**src/rtl/synch_master_if.sv**
```systemverilog
// Handshake/result bundle between the ring transmitter logic and the synch master.
interface synch_master_if;
  logic       Start;
  logic       TxBusy;
  logic       RxFrameValid;
  logic [7:0] LastSlaveIDPlus1;
  logic [7:0] AveSlaveDelay;
  logic       DelayValid;
  logic       MeasBusy;
  logic       Timeout;
  logic       SynchSignal;

  modport master (
    output Start, TxBusy, RxFrameValid, LastSlaveIDPlus1,
    input  AveSlaveDelay, DelayValid, MeasBusy, Timeout, SynchSignal
  );

  modport slave (
    input  Start, TxBusy, RxFrameValid, LastSlaveIDPlus1,
    output AveSlaveDelay, DelayValid, MeasBusy, Timeout, SynchSignal
  );
endinterface

```
**src/rtl/synch_master.sv**
```systemverilog
// Measures ring round-trip delay, divides by hop count (N+1) to get the per-hop
// delay, and emits a synch strobe delayed to line up with the last slave.
module synch_master #(
  parameter int              CNT_W          = 24,
  parameter logic [CNT_W-1:0] TIMEOUT_CYCLES = 24'hFFFFFF
) (
  input  logic         Clk_100MHz,
  input  logic         Reset,
  synch_master_if.slave bus
);
  localparam int BW = $clog2(CNT_W);

  typedef enum logic [1:0] {IDLE, ARM, MEASURE, DIVIDE} state_t;

  state_t           state_q, state_d;
  logic [CNT_W-1:0] cnt_q, cnt_d;
  logic [CNT_W-1:0] quo_q, quo_d;
  logic [7:0]       rem_q, rem_d;
  logic [8:0]       div_q, div_d;
  logic [BW-1:0]    bit_q, bit_d;
  logic [7:0]       ave_q, ave_d;
  logic             dv_q, dv_d;
  logic             busy_q, busy_d;
  logic             to_q, to_d;
  logic [31:0]      sync_q, sync_d;

  // Restoring divider datapath: dividend shifts out of quo_q MSB-first while
  // quotient bits shift in at the LSB. Remainder never exceeds 255.
  logic [8:0]       rem_sh;
  logic             ge;
  logic [7:0]       rem_nx;
  logic [CNT_W-1:0] q_shift;
  logic [31:0]      thr;

  assign rem_sh  = {rem_q, quo_q[CNT_W-1]};
  assign ge      = (rem_sh >= div_q);
  assign rem_nx  = ge ? 8'(rem_sh - div_q) : rem_sh[7:0];
  assign q_shift = {quo_q[CNT_W-2:0], ge};
  assign thr     = {24'd0, bus.LastSlaveIDPlus1} * {24'd0, ave_q} + 32'd1;

  always_comb begin
    state_d = state_q;
    cnt_d   = cnt_q;
    quo_d   = quo_q;
    rem_d   = rem_q;
    div_d   = div_q;
    bit_d   = bit_q;
    ave_d   = ave_q;
    dv_d    = dv_q;
    to_d    = 1'b0;
    case (state_q)
      IDLE: if (bus.Start) state_d = ARM;
      ARM: begin
        if (!bus.TxBusy) begin
          state_d = MEASURE;
          cnt_d   = '0;
        end
      end
      MEASURE: begin
        cnt_d = cnt_q + CNT_W'(1);
        // A frame arriving on the timeout cycle still counts as a measurement.
        if (bus.RxFrameValid) begin
          quo_d   = cnt_q;
          rem_d   = '0;
          bit_d   = '0;
          div_d   = {1'b0, bus.LastSlaveIDPlus1} + 9'd1;
          state_d = DIVIDE;
        end else if (cnt_q == TIMEOUT_CYCLES) begin
          to_d    = 1'b1;
          state_d = IDLE;
        end
      end
      DIVIDE: begin
        quo_d = q_shift;
        rem_d = rem_nx;
        bit_d = bit_q + BW'(1);
        if (bit_q == BW'(CNT_W - 1)) begin
          ave_d   = (q_shift[CNT_W-1:8] != '0) ? 8'hFF : q_shift[7:0];
          dv_d    = 1'b1;
          state_d = IDLE;
        end
      end
      default: state_d = IDLE;
    endcase
  end

  always_comb begin
    busy_d = (state_d != IDLE);
    sync_d = sync_q;
    if (bus.TxBusy || !dv_q)  sync_d = '0;
    else if (sync_q != '1)    sync_d = sync_q + 32'd1;
  end

  always_ff @(posedge Clk_100MHz or posedge Reset) begin
    if (Reset) begin
      state_q <= IDLE;
      cnt_q   <= '0;
      quo_q   <= '0;
      rem_q   <= '0;
      div_q   <= '0;
      bit_q   <= '0;
      ave_q   <= '0;
      dv_q    <= 1'b0;
      busy_q  <= 1'b0;
      to_q    <= 1'b0;
      sync_q  <= '0;
    end else begin
      state_q <= state_d;
      cnt_q   <= cnt_d;
      quo_q   <= quo_d;
      rem_q   <= rem_d;
      div_q   <= div_d;
      bit_q   <= bit_d;
      ave_q   <= ave_d;
      dv_q    <= dv_d;
      busy_q  <= busy_d;
      to_q    <= to_d;
      sync_q  <= sync_d;
    end
  end

  assign bus.AveSlaveDelay = ave_q;
  assign bus.DelayValid    = dv_q;
  assign bus.MeasBusy      = busy_q;
  assign bus.Timeout       = to_q;
  assign bus.SynchSignal   = dv_q & ~bus.TxBusy & (sync_q >= thr);
endmodule

```
**src/flat_wrapper.sv**
```systemverilog
// flat-port wrapper written by rule: the top's interface ports become plain ports
module synch_master_flat 
#(
  parameter int              CNT_W          = 24,
  parameter logic [CNT_W-1:0] TIMEOUT_CYCLES = 24'hFFFFFF
)
  (Clk_100MHz, Reset, bus_Start, bus_TxBusy, bus_RxFrameValid, bus_LastSlaveIDPlus1, bus_AveSlaveDelay, bus_DelayValid, bus_MeasBusy, bus_Timeout, bus_SynchSignal);
  synch_master_if bus_i ();
  input  logic Clk_100MHz;
  input  logic Reset;
  input wire logic [$bits(bus_i.Start)-1:0] bus_Start;
  input wire logic [$bits(bus_i.TxBusy)-1:0] bus_TxBusy;
  input wire logic [$bits(bus_i.RxFrameValid)-1:0] bus_RxFrameValid;
  input wire logic [$bits(bus_i.LastSlaveIDPlus1)-1:0] bus_LastSlaveIDPlus1;
  output wire logic [$bits(bus_i.AveSlaveDelay)-1:0] bus_AveSlaveDelay;
  output wire logic [$bits(bus_i.DelayValid)-1:0] bus_DelayValid;
  output wire logic [$bits(bus_i.MeasBusy)-1:0] bus_MeasBusy;
  output wire logic [$bits(bus_i.Timeout)-1:0] bus_Timeout;
  output wire logic [$bits(bus_i.SynchSignal)-1:0] bus_SynchSignal;
  assign bus_i.Start = bus_Start;
  assign bus_i.TxBusy = bus_TxBusy;
  assign bus_i.RxFrameValid = bus_RxFrameValid;
  assign bus_i.LastSlaveIDPlus1 = bus_LastSlaveIDPlus1;
  assign bus_AveSlaveDelay = bus_i.AveSlaveDelay;
  assign bus_DelayValid = bus_i.DelayValid;
  assign bus_MeasBusy = bus_i.MeasBusy;
  assign bus_Timeout = bus_i.Timeout;
  assign bus_SynchSignal = bus_i.SynchSignal;
  synch_master #(.CNT_W(CNT_W), .TIMEOUT_CYCLES(TIMEOUT_CYCLES)) u_core (.Clk_100MHz(Clk_100MHz), .Reset(Reset), .bus(bus_i));
endmodule
```
**config.mk**
```make
export PLATFORM = sky130hd
export DESIGN_NAME = synch_master_flat
export DESIGN_NICKNAME = d
export VERILOG_FILES = /design/src/rtl/synch_master_if.sv /design/src/rtl/synch_master.sv /design/src/flat_wrapper.sv
export SDC_FILE = /design/constraint.sdc
export NUM_CORES = 1
export LEC_CHECK = 0
export CORE_ASPECT_RATIO = 0.5
export CORE_MARGIN = 4
export CORE_UTILIZATION = 57
export CTS_CLUSTER_SIZE = 40
export DETAILED_ROUTE_END_ITERATION = 16
export PLACE_DENSITY = 0.82
export SYNTH_ARGS = -nofsm -noshare
export SYNTH_HDL_FRONTEND = slang
export SYNTH_SLANG_ARGS = --single-unit
```
**constraint.sdc**
```tcl
create_clock -name Clk_100MHz -period 7.9 [get_ports Clk_100MHz]
set_input_delay 1.58 -clock Clk_100MHz [delete_from_list [all_inputs] [get_ports Clk_100MHz]]
set_output_delay 1.58 -clock Clk_100MHz [all_outputs]
set_load 0.02 [all_outputs]
```
==> impl_metrics.ini, run 1 <==
[sta]
setup_tns_ns = -0.05772
min_period_ns = 7.958
fin_ws_ns = -0.05772
period_share_pct = 100.7
skew_ns = 0.009110
hold_viol_final = 0
rsz0062_at_grt = yes
tightest_slew_ns = 1.002
whs_ns = 0.4980
setup_viol = 1
slew_headroom_pct = 33.17
fmax_mhz = 125.7
final_max_slew_viol_count = 0

[global_route]
grt_max_degree = 84
gr-total-overflow = 0
track_usage_pct = 24.26
grt_pass1_vias = 7218
grt_pass1_wl_um = 33790
antenna_found_initial = 0

[final_layout]
n_fill_cell = 1011
layout.nets = 1106
finalInstanceArea_mm2 = 0.009922
multi_input_area_mm2 = 0.005371
antenna_cells = 0
syn_to_final_growth_pct = 18.06
utilization_pct = 68.58
drive_gt1_share_pct = 14.84
seqCellArea_mm2 = 0.002878

[cts]
clk_pin_slew_worst_paths_ns = 0.06
cts_tree = done
cts_buffer_depth = 2
htree_levels = 4
clk_latency_ns = 0.42
numCtsBuffers = 17
clock_sinks = 115
root_buffer = clkbuf_16

[floorplan]
core-area_mm2 = 0.01447
ioPinCount = 25
die_h_um = 93.86
fp.dieW_um = 179.7
dieArea_mm2 = 0.01687
row_count = 31
start_util_pct = 58.09

[synthesis]
synth_largest_area_cell = dfrtp_1
syn_inst = 925
syn_nets = 1047
synth.cell_area_mm2 = 0.008404
synth.yosys.seq_area_share_pct = 34.24
synthDistinctLibCells = 57
synth_seq_cells = 115
avgSynthCellArea_um2 = 9.086
synthArstFlopShare_pct = 100.0
synth_ff_type = dfrtp_1
synth_area_leaders = dfrtp_1 34%, ha_1 11%, fa_1 8.8%, nor2_1 5.1%, and2_1 3.9%
synth-edff-count = 0
ys_warn_count = 0
ys_top_cells_by_count = 115 x dfrtp_1, 115 x nor2_1, 72 x ha_1, 71 x nand2_1, 68 x inv_1
synth_top_area_share_pct = 34.24

[power]
power_w = 0.004101
p_clk_share_pct = 18.9
p_leak_nw = 4.581
power_density_mw_per_mm2 = 413.3
p_comb_share_pct = 57.6
p_switching_w = 0.001769
p_int_w = 0.002332
seqPwrFrac_pct = 23.4
ir_drop_mv = 0.2468
swShare_pct = 43.14

[routing]
num_vias = 7050
firstDrtPassIters = 5
postRouteAntennaNets = 0
via_per_inst = 5.900
avgRoutedWirePerCell_um = 16.57
totalWireLength_um = 19800
drc = 0
first_iter_violations = 504

[critical_path]
cp_top_family = adder cells
cp.depth = 20
cp-end-kind = output port
cp.arrival_ns = 6.38
cp_slowest_cell = fa_1
path_common_cell = fa_1
critPathBufInv = 4
cp_data_required_time_ns = 6.32
crit_type = in2out
cp_cell_sequence = buf_8, and2_4, fa_1, fa_1, fa_1, inv_2, fa_1, inv_1, ha_2, or4_4, o21ai_4, a21oi_4, nor4b_2, nor3_2, ha_1, nor2b_4, a221o_1, nor3_2, a211oi_2, buf_4
path_max_fanout = 6
rr_worst_depth = 5
start_kind = primary input
critPathMaxStageDelay_ns = 0.56

[placed_design]
io_buffers = 24
place_hpwl_um = 13050
place_area_mm2 = 0.009119
gp_congestion = 0.9112

[worst_hold_path]
hold_depth = 2
hp-class = reg2reg

[status]
status = complete, but fails checks
violations = negative setup slack

[job]
max_cap_viol_count = 0
-- path summary, 6_finish.rpt --
check / slack [ns] / endpoint / from
max: -0.06 / bus_SynchSignal / bus_LastSlaveIDPlus1[3]
min: 0.50 / u_core.div_q[7]$_DFFE_PP0P_ / u_core.div_q[7]$_DFFE_PP0P_
max reg2reg: 5.26 / u_core.cnt_q[11]$_DFFE_PP0P_ / u_core.state_q[0]$_DFF_PP0_
min reg2reg: 0.50 / u_core.div_q[7]$_DFFE_PP0P_ / u_core.div_q[7]$_DFFE_PP0P_
max in group asynchronous: 5.03 / u_core.cnt_q[17]$_DFFE_PP0P_ / Reset
min in group asynchronous: 1.52 / u_core.sync_q[14]$_DFFE_PP0P_ / Reset
-- final cells by class --
| type | instances | area share (%) |
|---|---|---|
| clock buffers | 18 | 4.325 |
| multi-input cells | 713 | 54.14 |
| inverters | 68 | 2.598 |
| clock inverters | 14 | 1.538 |
| repair buffers | 69 | 5.902 |
| flip-flops and latches | 115 | 29.00 |
| well taps | 198 | 2.497 |
-- what timing repair did --
item	CTS	global route
buffers inserted	1	2
hold buffers	0	0
setup endpoints to repair	1	1
gates resized for setup	75	29
pin swaps	35	41
gates cloned	0	0
-- worst register-to-register path: cells and delay by family (launching register included) --
| family | cells | cell delay [ns] |
|---|---|---|
| DFF | 1 | 0.49 |
| and+or+nand+nor | 4 | 1.93 |
| AOI/OAI and AO/OA | 1 | 0.15 |
-- logic make-up (layout without fill, tap and decap cells) --
family | Yosys count | after routing | share of synthesized area (%)
buffers and inverters | 97 | 169 | 4.407
multiplexers | 9 | 9 | 1.265
AO/OA/AOI/OAI | 150 | 150 | 11.36
AND/OR/NAND/NOR | 387 | 387 | 23.15
XOR/XNOR | 58 | 58 | 6.044
flip-flops | 115 | 115 | 34.24
adder cells (fa/ha/maj) | 109 | 109 | 19.53
-- power groups by stage --
stage               clock, W  sequential, W  combinational [W]
floorplan                  0       0.000914            0.00150
global placement           0       0.000946            0.00196
detailed placement         0       0.000954            0.00205
CTS                 0.000775       0.000954            0.00218
global route        0.000808       0.000983            0.00265
finish              0.000776       0.000961            0.00236
-- stage by stage --
step                      setup WS [ns]  std cells
after floorplan                 0.01018        925
after global placement          -0.9834       1160
after detailed placement         -1.134       1160
after CTS                       -0.1861       1193
after global routing            -0.2154       1195
final                          -0.05772       1195
-- placed cells by master, fill, tap and decap left out, types with 24 or more instances in the layout --
cell type / synthesis / layout
a21oi_1: 26 / 24
and2_1: 52 / 40
buf_4: 1 / 46
dfrtp_1: 115 / 115
fa_1: 37 / 34
ha_1: 72 / 68
inv_1: 68 / 62
nand2_1: 71 / 67
nand3_1: 41 / 41
nor2_1: 115 / 115
o21ai_0: 51 / 46
o22ai_1: 24 / 24
xnor2_1: 29 / 29
xor2_1: 29 / 29
-- per-layer routing --
metal | track usage, % | share of wire [%] | wire [µm] | up-vias
met1 | 29.95 | 42 | 8408 | 3480
met5 | 0 | 0 | 0 | -
met2 | 44.02 | 51 | 10190 | 204
met3 | 4.718 | 4.0 | 801 | 44
met4 | 6.971 | 2.1 | 407 | 0
li1 | - | - | - | 3322
-- sequential cells by signal, indices dropped and copies added, names as in the netlist --
register                  cells
u_core.state_q                2
u_core.sync_q                32
u_core.rem_q                  8
u_core.quo_q                 24
u_core.bit_q                  5
u_core.bus.AveSlaveDelay      8
u_core.div_q                  9
u_core.bus.Timeout            1
u_core.bus.DelayValid         1
u_core.bus.MeasBusy           1
u_core.cnt_q                 24
(Power assumes the default switching activity.)
==> run 2: changes to the inputs <==
--- a/config.mk
+++ b/config.mk
@@ -10,6 +10,7 @@
 export CORE_UTILIZATION = 57
 export CTS_CLUSTER_SIZE = 40
 export DETAILED_ROUTE_END_ITERATION = 16
+export MAX_ROUTING_LAYER = met4
 export PLACE_DENSITY = 0.82
 export SYNTH_ARGS = -nofsm -noshare
 export SYNTH_HDL_FRONTEND = slang
==> impl_metrics.ini, run 2 (synthesis results as in run 1) <==
[sta]
min_period_ns = 8.032
whs_ns = 0.4909
skew_ns = 0.01059
tightest_slew_ns = 1.018
period_share_pct = 101.7
hold_viol_final = 0
fin_ws_ns = -0.1322
final_max_slew_viol_count = 0
slew_headroom_pct = 32.14
fmax_mhz = 124.5
setup_viol = 1
rsz0062_at_grt = yes

[global_route]
grt_pass1_wl_um = 33900
grt_pass1_vias = 7197
track_usage_pct = 24.96
grt_max_degree = 84
gr-total-overflow = 0
antenna_found_initial = 0

[critical_path]
cp.arrival_ns = 6.45
r2r_end = u_core.cnt_q[11]$_DFFE_PP0P_
path_max_fanout = 5
crit_type = in2out
start_kind = primary input
cp_data_required_time_ns = 6.32
cp-end-kind = output port
cp_slowest_cell = fa_1
critPathMaxStageDelay_ns = 0.55
critPathBufInv = 7
rr_worst_depth = 5
cp_cell_sequence = buf_8, buf_6, and2_4, fa_2, fa_1, fa_1, inv_1, fa_1, inv_1, ha_4, buf_4, o21ai_1, nor2_1, a21oi_2, buf_4, or3_1, nand4_1, ha_1, a21o_1, a221o_1, nor3_2, a211oi_2, buf_4
r2r-start = u_core.state_q[0]$_DFF_PP0_
r2r_setup_slack_ns = 5.24
cp_top_family = adder cells

[final_layout]
n_fill_cell = 1010
drive_gt1_share_pct = 15.54
layout.nets = 1113
antenna_cells = 0
largest_register = u_core.sync_q
largest_register_ffs = 32
largestRegisters = u_core.sync_q: 32 flops, u_core.cnt_q: 24 flops, u_core.quo_q: 24 flops
final_cell_mix = 115 x nor2_1, 115 x dfrtp_1, 69 x nand2_1
syn_to_final_growth_pct = 19.80

[worst_hold_path]
hold_depth = 2
holdPathEnd = u_core.div_q[8]$_DFFE_PP0P_
min_from = u_core.div_q[8]$_DFFE_PP0P_
hp-class = reg2reg

[floorplan]
dieArea_mm2 = 0.01687
core-area_mm2 = 0.01447
row_count = 31
start_util_pct = 58.09
fp.dieW_um = 179.7
die_h_um = 93.86
ioPinCount = 25

[placed_design]
place_hpwl_um = 13080
preCtsSetupSlack_ns = -1.154
io_buffers = 24
gp_congestion = 0.9291

[cts]
clk_pin_slew_worst_paths_ns = 0.06
numCtsBuffers = 17
root_buffer = clkbuf_16
cts_buffer_depth = 2
htree_levels = 4
clk_latency_ns = 0.42
cts_tree = done
clock_sinks = 115
ctsHoldBuffers = 0

[power]
ir_drop_mv = 0.2523
p_leak_nw = 4.644
power_density_mw_per_mm2 = 423.3

[routing]
first_iter_violations = 600
avgRoutedWirePerCell_um = 17.09
via_per_inst = 5.920
totalWireLength_um = 20540
drc = 0
postRouteAntennaNets = 0
num_vias = 7116
firstDrtPassIters = 5

[status]
violations = negative setup slack
status = complete, but fails checks

[job]
max_cap_viol_count = 0
run 2: cell types whose count changed in the layout (fill, tap and decap cells not counted), sizes merged, moves of 2 or more:
cell | previous run | this run
bufinv | 2 | 4
buf | 53 | 61
clkinv | 7 | 4
inv | 72 | 75
run 2: repair_timing:
item                                    4_1_cts  5_1_grt
endpoints found under the setup margin        1        1
pin swaps                                    40       22
gates resized for setup                      80       26
buffers inserted                              7        3
cloned                                        0        0
run 2: worst max-delay path by stage:
stage                                  from               to  slack, ns  cells past startpoint
finish              bus_LastSlaveIDPlus1[2]  bus_SynchSignal      -0.13                     23
global placement    bus_LastSlaveIDPlus1[2]  bus_SynchSignal      -0.98                     21
global route        bus_LastSlaveIDPlus1[1]  bus_SynchSignal      -0.34                     21
detailed placement  bus_LastSlaveIDPlus1[2]  bus_SynchSignal      -1.15                     23
CTS                 bus_LastSlaveIDPlus1[4]  bus_SynchSignal      -0.13                     20
floorplan           bus_LastSlaveIDPlus1[4]  bus_SynchSignal       0.01                     19
run 2: worst min-delay path: cells and delay by family, from the launching register on:
family | cells | cell delay (ns)
flip-flops | 1 | 0.34
AO/OA/AOI/OAI | 1 | 0.06
AND/OR/NAND/NOR | 1 | 0.05
run 2: power breakdown:
| part | switching, W | internal [W] | total (W) |
|---|---|---|---|
| clock network | 0.000318 | 0.000539 | 0.000858 |
| registers | 0.000195 | 0.000768 | 0.000962 |
| logic | 0.00132 | 0.00112 | 0.00244 |
run 2: stage by stage:
stage                     power [W]  cell area, µm²  setup TNS (ns)  instances  utilization [%]
after floorplan            0.002418            8443               0        925                -
after global placement     0.002909            9119         -0.9827       1160            63.03
after detailed placement   0.003006            9119          -1.154       1160            63.03
after CTS                  0.004029            9911         -0.1309       1199            68.50
after global routing       0.004587           10070         -0.3381       1202            69.59
final                      0.004262           10070         -0.1322       1202            69.59
run 2: final cells by class:
type	count	area, µm²	share of cell area [%]
Clock buffer	17	425.4	4.225
Clock inverter	15	220.2	2.187
Inverter	68	257.7	2.560
Multi-Input combinational cell	713	5405	53.68
Sequential cell	115	2878	28.58
Tap cell	198	247.7	2.461
Timing Repair Buffer	76	634.4	6.300
run 2: metal layers:
metal / wire, µm / track usage (%)
met3: 956 / 4.756
met4: 438 / 8.872
met1: 8748 / 30.43
met5: 0 / -
met2: 10400 / 42.42
